[src/rtl/mem_port_arbiter_pkg.sv]
// rtl/mem_port_arbiter_pkg.sv - shared state/owner encodings for the memory port arbiter
package mem_port_arbiter_pkg;

  typedef enum logic [1:0] {
    ST_IDLE  = 2'd0,
    ST_GNT_I = 2'd1,
    ST_GNT_D = 2'd2,
    ST_DONE  = 2'd3
  } arb_state_e;

  typedef enum logic {
    SRV_I = 1'b0,
    SRV_D = 1'b1
  } srv_e;

  // On a tie, hand the port to whichever side was not served last.
  function automatic srv_e arb_pick_rr(input logic i_req, input logic d_req, input srv_e last_srv);
    if (i_req && d_req) begin
      return (last_srv == SRV_I) ? SRV_D : SRV_I;
    end
    return d_req ? SRV_D : SRV_I;
  endfunction

endpackage

[src/rtl/mem_port_arbiter_burst_beat_counter.sv]
// rtl/mem_port_arbiter_burst_beat_counter.sv - word index within a line burst
// Wraps naturally at LINE_WORDS since the line size is a power of two.
module burst_beat_counter #(
  parameter int LINE_WORDS = 8
) (
  input  logic                          clk,
  input  logic                          rst,
  input  logic                          clr,
  input  logic                          inc,
  output logic [$clog2(LINE_WORDS)-1:0] beat,
  output logic                          last
);

  localparam int BEAT_W = $clog2(LINE_WORDS);

  logic [BEAT_W-1:0] beat_q;
  logic [BEAT_W-1:0] beat_d;

  always_comb begin
    beat_d = beat_q;
    if (clr) begin
      beat_d = '0;
    end else if (inc) begin
      beat_d = beat_q + 1'b1;
    end
  end

  always_ff @(posedge clk or posedge rst) begin
    if (rst) begin
      beat_q <= '0;
    end else begin
      beat_q <= beat_d;
    end
  end

  assign beat = beat_q;
  assign last = (beat_q == BEAT_W'(LINE_WORDS - 1));

endmodule

[src/rtl/mem_port_arbiter.sv]
// rtl/mem_port_arbiter.sv - shares one memory port between ICache refills and DCache refill/writeback
// ARB_ROUND_ROBIN_EN selects round-robin tie-break; default is fixed D-over-I priority.
module mem_port_arbiter
  import mem_port_arbiter_pkg::*;
#(
  parameter int LINE_WORDS = 8,
  parameter int ADDR_W     = 32,
  parameter int DATA_W     = 32
) (
  input  logic              CPU_CLK,
  input  logic              CPU_RST,
  input  logic              i_req,
  input  logic [ADDR_W-1:0] i_addr,
  output logic [DATA_W-1:0] i_rdata,
  output logic              i_rvalid,
  output logic              i_done,
  input  logic              d_req,
  input  logic              d_we,
  input  logic [ADDR_W-1:0] d_addr,
  input  logic [DATA_W-1:0] d_wdata,
  output logic              d_wnext,
  output logic [DATA_W-1:0] d_rdata,
  output logic              d_rvalid,
  output logic              d_done,
  output logic              mem_req,
  output logic              mem_we,
  output logic [ADDR_W-1:0] mem_addr,
  output logic [DATA_W-1:0] mem_wdata,
  input  logic              mem_ack,
  input  logic [DATA_W-1:0] mem_rdata
);

  localparam int BEAT_W  = $clog2(LINE_WORDS);
  localparam int BYTE_SH = $clog2(DATA_W / 8);

  arb_state_e        state_q, state_d;
  srv_e              owner_q, owner_d;
  logic [ADDR_W-1:0] base_q, base_d;
  logic              we_q, we_d;

  logic [BEAT_W-1:0] beat;
  logic              beat_last;
  logic              gnt_i, gnt_d, gnt;
  logic              burst_end;
  srv_e              win;
  logic [ADDR_W-1:0] beat_off;

  assign gnt_i     = (state_q == ST_GNT_I);
  assign gnt_d     = (state_q == ST_GNT_D);
  assign gnt       = gnt_i | gnt_d;
  assign burst_end = gnt & mem_ack & beat_last;

  // Holding the counter clear in IDLE guarantees every burst starts at beat 0.
  burst_beat_counter #(
    .LINE_WORDS(LINE_WORDS)
  ) u_beat (
    .clk (CPU_CLK),
    .rst (CPU_RST),
    .clr (state_q == ST_IDLE),
    .inc (gnt & mem_ack),
    .beat(beat),
    .last(beat_last)
  );

`ifdef ARB_ROUND_ROBIN_EN
  srv_e last_srv_q, last_srv_d;

  always_comb begin
    last_srv_d = last_srv_q;
    if (burst_end) begin
      last_srv_d = owner_q;
    end
  end

  always_ff @(posedge CPU_CLK or posedge CPU_RST) begin
    if (CPU_RST) begin
      last_srv_q <= SRV_I;
    end else begin
      last_srv_q <= last_srv_d;
    end
  end

  assign win = arb_pick_rr(i_req, d_req, last_srv_q);
`else
  assign win = d_req ? SRV_D : SRV_I;
`endif

  always_comb begin
    state_d = state_q;
    owner_d = owner_q;
    base_d  = base_q;
    we_d    = we_q;
    unique case (state_q)
      ST_IDLE: begin
        if (i_req || d_req) begin
          owner_d = win;
          if (win == SRV_D) begin
            state_d = ST_GNT_D;
            base_d  = d_addr;
            we_d    = d_we;
          end else begin
            state_d = ST_GNT_I;
            base_d  = i_addr;
            we_d    = 1'b0;
          end
        end
      end
      ST_GNT_I, ST_GNT_D: begin
        if (burst_end) begin
          state_d = ST_DONE;
        end
      end
      ST_DONE: begin
        state_d = ST_IDLE;
      end
      default: begin
        state_d = ST_IDLE;
      end
    endcase
  end

  always_ff @(posedge CPU_CLK or posedge CPU_RST) begin
    if (CPU_RST) begin
      state_q <= ST_IDLE;
      owner_q <= SRV_I;
      base_q  <= '0;
      we_q    <= 1'b0;
    end else begin
      state_q <= state_d;
      owner_q <= owner_d;
      base_q  <= base_d;
      we_q    <= we_d;
    end
  end

  assign beat_off  = ADDR_W'(beat) << BYTE_SH;

  assign mem_req   = gnt;
  assign mem_we    = gnt_d & we_q;
  assign mem_addr  = base_q + beat_off;
  assign mem_wdata = d_wdata;

  // Read data is forwarded combinationally so the cache sees the word in the ack cycle.
  assign i_rdata   = mem_rdata;
  assign d_rdata   = mem_rdata;
  assign i_rvalid  = gnt_i & mem_ack;
  assign d_rvalid  = gnt_d & mem_ack & ~we_q;
  assign d_wnext   = gnt_d & mem_ack & we_q;

  assign i_done    = (state_q == ST_DONE) & (owner_q == SRV_I);
  assign d_done    = (state_q == ST_DONE) & (owner_q == SRV_D);

endmodule

[config.mk]
export PLATFORM = sky130hd
export DESIGN_NAME = mem_port_arbiter
export DESIGN_NICKNAME = d
export VERILOG_FILES = /design/src/rtl/mem_port_arbiter_pkg.sv /design/src/rtl/mem_port_arbiter_burst_beat_counter.sv /design/src/rtl/mem_port_arbiter.sv
export SDC_FILE = /design/constraint.sdc
export NUM_CORES = 1
export LEC_CHECK = 0
export ABC_AREA = 1
export CAP_MARGIN = 20
export CORE_AREA = 2 2 104 106
export CTS_CLUSTER_DIAMETER = 120
export DETAILED_ROUTE_END_ITERATION = 12
export DIE_AREA = 0 0 106 108
export DONT_BUFFER_PORTS = 1
export GPL_ROUTABILITY_DRIVEN = 0
export HOLD_SLACK_MARGIN = 0.08
export PLACE_DENSITY = 0.58
export RECOVER_POWER = 100
export SLEW_MARGIN = 20
export SYNTH_ARGS = -nofsm -noshare
export SYNTH_HDL_FRONTEND = slang
export SYNTH_SLANG_ARGS = --single-unit
[constraint.sdc]
create_clock -name CPU_CLK -period 3.7 [get_ports CPU_CLK]
set_clock_uncertainty 0.15 [all_clocks]
set_input_delay 0.925 -clock CPU_CLK [delete_from_list [all_inputs] [get_ports CPU_CLK]]
set_output_delay 0.925 -clock CPU_CLK [all_outputs]
set_load 0.005 [all_outputs]
==> results.json <==
{
  "ys_warn_count": 0,
  "grtUsageTotal": 0.150,
  "p_leak_nw": 1.45,
  "fin_crit_ps": 3350,
  "overflow": 0,
  "syn_inst": 524,
  "ctsHtreeMaxLevel": 2,
  "swShare": 0.485,
  "setup_viol": 0,
  "layoutNonFillerInstCount": 558,
  "critPathMaxFanout": 4,
  "violations": "capacitance limit, slew limit",
  "clockBufferDepth": 2,
  "num_rows": 37,
  "ir_drop_v": 0.000250,
  "coreArea_um2": 10200,
  "drt_iter0_drc": 122,
  "outcome": "complete, but fails checks",
  "crit_chain": "ha_1, inv_1, fa_1, o21ai_4, nand2_1, nor2_4, xor2_1",
  "cts_buffers": 5,
  "grt_max_degree": 41,
  "rsz0062_at_grt": "false",
  "wl_per_cell_um": 15.1,
  "portBuffers": 0,
  "postPlaceCellArea_um2": 3000,
  "fin_crit_sh": 0.907,
  "hp-class": "flop to flop",
  "ant_nets": 0,
  "endpoint_kind": "output pin",
  "antenna_found_initial": 0,
  "hold_violations": 0,
  "internal_power_mw": 1.31,
  "dp_hpwl_mm": 6.79,
  "cp.required_ps": 2620,
  "clk_pin_slew_ps": 80,
  "drc": 0,
  "combPwrFrac": 0.490,
  "cts.sinks": 39,
  "tightest_slew_ps": 2100,
  "place_inst": 550,
  "netlist_top_cells_area": "dfrtp_1 27%, buf_4 21%, nand2_1 17%",
  "clock_latency_ps": 290,
  "cpPeakStageDelay_ps": 440,
  "max_slew_margin": -0.398,
  "syn_area_um2": 3610,
  "p_sw_mw": 1.23,
  "area_delta_synth_final_pct": -15.2,
  "slew_viol_final": 40,
  "cts_tree": "done",
  "cap_violations": 1,
  "syn_nets": 668,
  "die_width_um": 106,
  "antenna_cells": 0,
  "routed_wl_mm": 8.42,
  "die-area_um2": 11400,
  "synth_top_area_share": 0.270,
  "cts-hold-fix-buffers": 0,
  "drive_gt1_frac": 0.0474,
  "ys_ff_latch": 39,
  "io_pins": 269,
  "max_freq_ghz": 0.298,
  "fp.dieH_um": 108,
  "worstSetupPathType": "flop to output pin",
  "post_cts_buffers": 0,
  "cts-root-buf": "clkbuf_8",
  "initial_core_util": 0.353,
  "arrival_ps": 2280,
  "cts-resized-gates": 0,
  "power_density_nw_per_um2": 828,
  "final_nets": 565,
  "seqPwrFrac": 0.366,
  "fillerInstances": 1127,
  "synth_area_per_cell_um2": 6.90,
  "ys_types": 30,
  "viasPerCell": 4.87,
  "synth_top_area_cell": "dfrtp_1",
  "vias": 2715,
  "grt_pass1_wl_mm": 13.5,
  "cp-start-kind": "flop",
  "final_area_um2": 3070,
  "fin_setup_tns_ps": 0,
  "clock_power_share": 0.144,
  "dr.pass1.iters": 4,
  "cpMaxStageDelayCell": "fa_1",
  "grt_pass1_vias": 2673,
  "yosysSeqAreaShare": 0.270
}
-- sequential cells by signal, summed over array words and instances (netlist names) --
register / flops
base_q: 32
owner_q: 1
we_q: 1
u_beat.beat: 3
state_q: 2
-- cells by family after synthesis --
group	Yosys count	share of synthesized area
compound gates	42	0.0775
buf+inv	147	0.263
flops	39	0.270
xor+xnor	15	0.0363
fa+ha+maj	10	0.0367
simple gates	271	0.317
-- cell usage in the layout, fill, tap and decap left out, types with 2 or more instances in the layout --
master	synthesis	layout
a21oi_1	4	4
a31oi_1	30	30
a31oi_2	2	2
and2_1	2	2
clkbuf_8	0	6
dfrtp_1	39	39
ha_1	9	9
inv_1	32	34
nand2_1	163	166
nand3_1	12	12
nand3b_1	11	11
nor2_1	70	73
nor2_4	5	3
o21ai_0	3	3
xnor2_1	5	5
xor2_1	10	10
-- synthesized netlist by cell type (all sizes together) --
cell and number:
fa 1, and2 2, nor2 77, ha 9, xor2 10, inv 35, clkbuf 6, nand2 167
buf 106, o31ai 1, o21ai 4, a31oi 32, xnor2 5, nand3b 11, a21oi 5, nand3 13
nand4 1, dfrtp 39
-- power by group through the flow --
stage          logic (mW)  clock network [mW]  registers (mW)
6_report             1.24               0.366           0.928
5_1_grt              1.44               0.409           0.971
4_1_cts              1.31               0.385           0.938
2_1_floorplan        1.16                   0           0.822
3_3_place_gp         1.29                   0           0.942
3_5_place_dp         1.31                   0           0.947
-- worst max-delay path: cells and delay by family (launching register included) --
kind                     cells  cell delay [ps]
AND/OR/NAND/NOR              2              440
XOR/XNOR                     1              200
buffers and inverters        1               80
adder cells (fa/ha/maj)      2              640
flip-flops                   1              390
AO/OA/AOI/OAI                1              240
-- worst paths after layout --
kind | start | end | slack [ps] | cells after the start
max in group asynchronous | CPU_RST | base_q[8]$_DFFE_PP0P_ | 1070 | 2
worst max-delay path | u_beat.beat[0]$_DFFE_PP0P_ | mem_addr[12] | 350 | 7
worst max register to register | state_q[0]$_DFFE_PP0P_ | base_q[19]$_DFFE_PP0P_ | 770 | 7
worst min-delay path | owner_q$_DFFE_PP0P_ | owner_q$_DFFE_PP0P_ | 420 | 2
min in group asynchronous | CPU_RST | base_q[25]$_DFFE_PP0P_ | 1130 | 2
worst min register to register | owner_q$_DFFE_PP0P_ | owner_q$_DFFE_PP0P_ | 420 | 2
-- final cells by class --
type	count	area, µm²	share of cell area
Inverter	35	134	0.0437
Clock inverter	2	35.0	0.0114
Multi-Input combinational cell	338	1660	0.541
Clock buffer	6	82.6	0.0269
Tap cell	136	170	0.0555
Timing Repair Buffer	2	8.76	0.00286
Sequential cell	39	976	0.318
-- layer usage --
layer / GRT usage / vias to the layer above / wire [µm]
li1: - / 1342 / -
met1: 0.184 / 1236 / 3660
met2: 0.252 / 117 / 3870
met3: 0.0530 / 20 / 784
met4: 0.0404 / 0 / 105
met5: 0 / - / 0
-- per-stage QoR --
step | power, mW | setup slack (ps) | hold slack [ps] | utilization
floorplan | 1.98 | 965 | 370 | -
finish | 2.54 | 345 | 419 | 0.300
CTS | 2.64 | 438 | 427 | 0.305
detailed placement | 2.26 | 770 | 415 | 0.294
global placement | 2.23 | 819 | 411 | 0.294
global route | 2.82 | 178 | 452 | 0.300
Power figures use the tool's default switching activity.
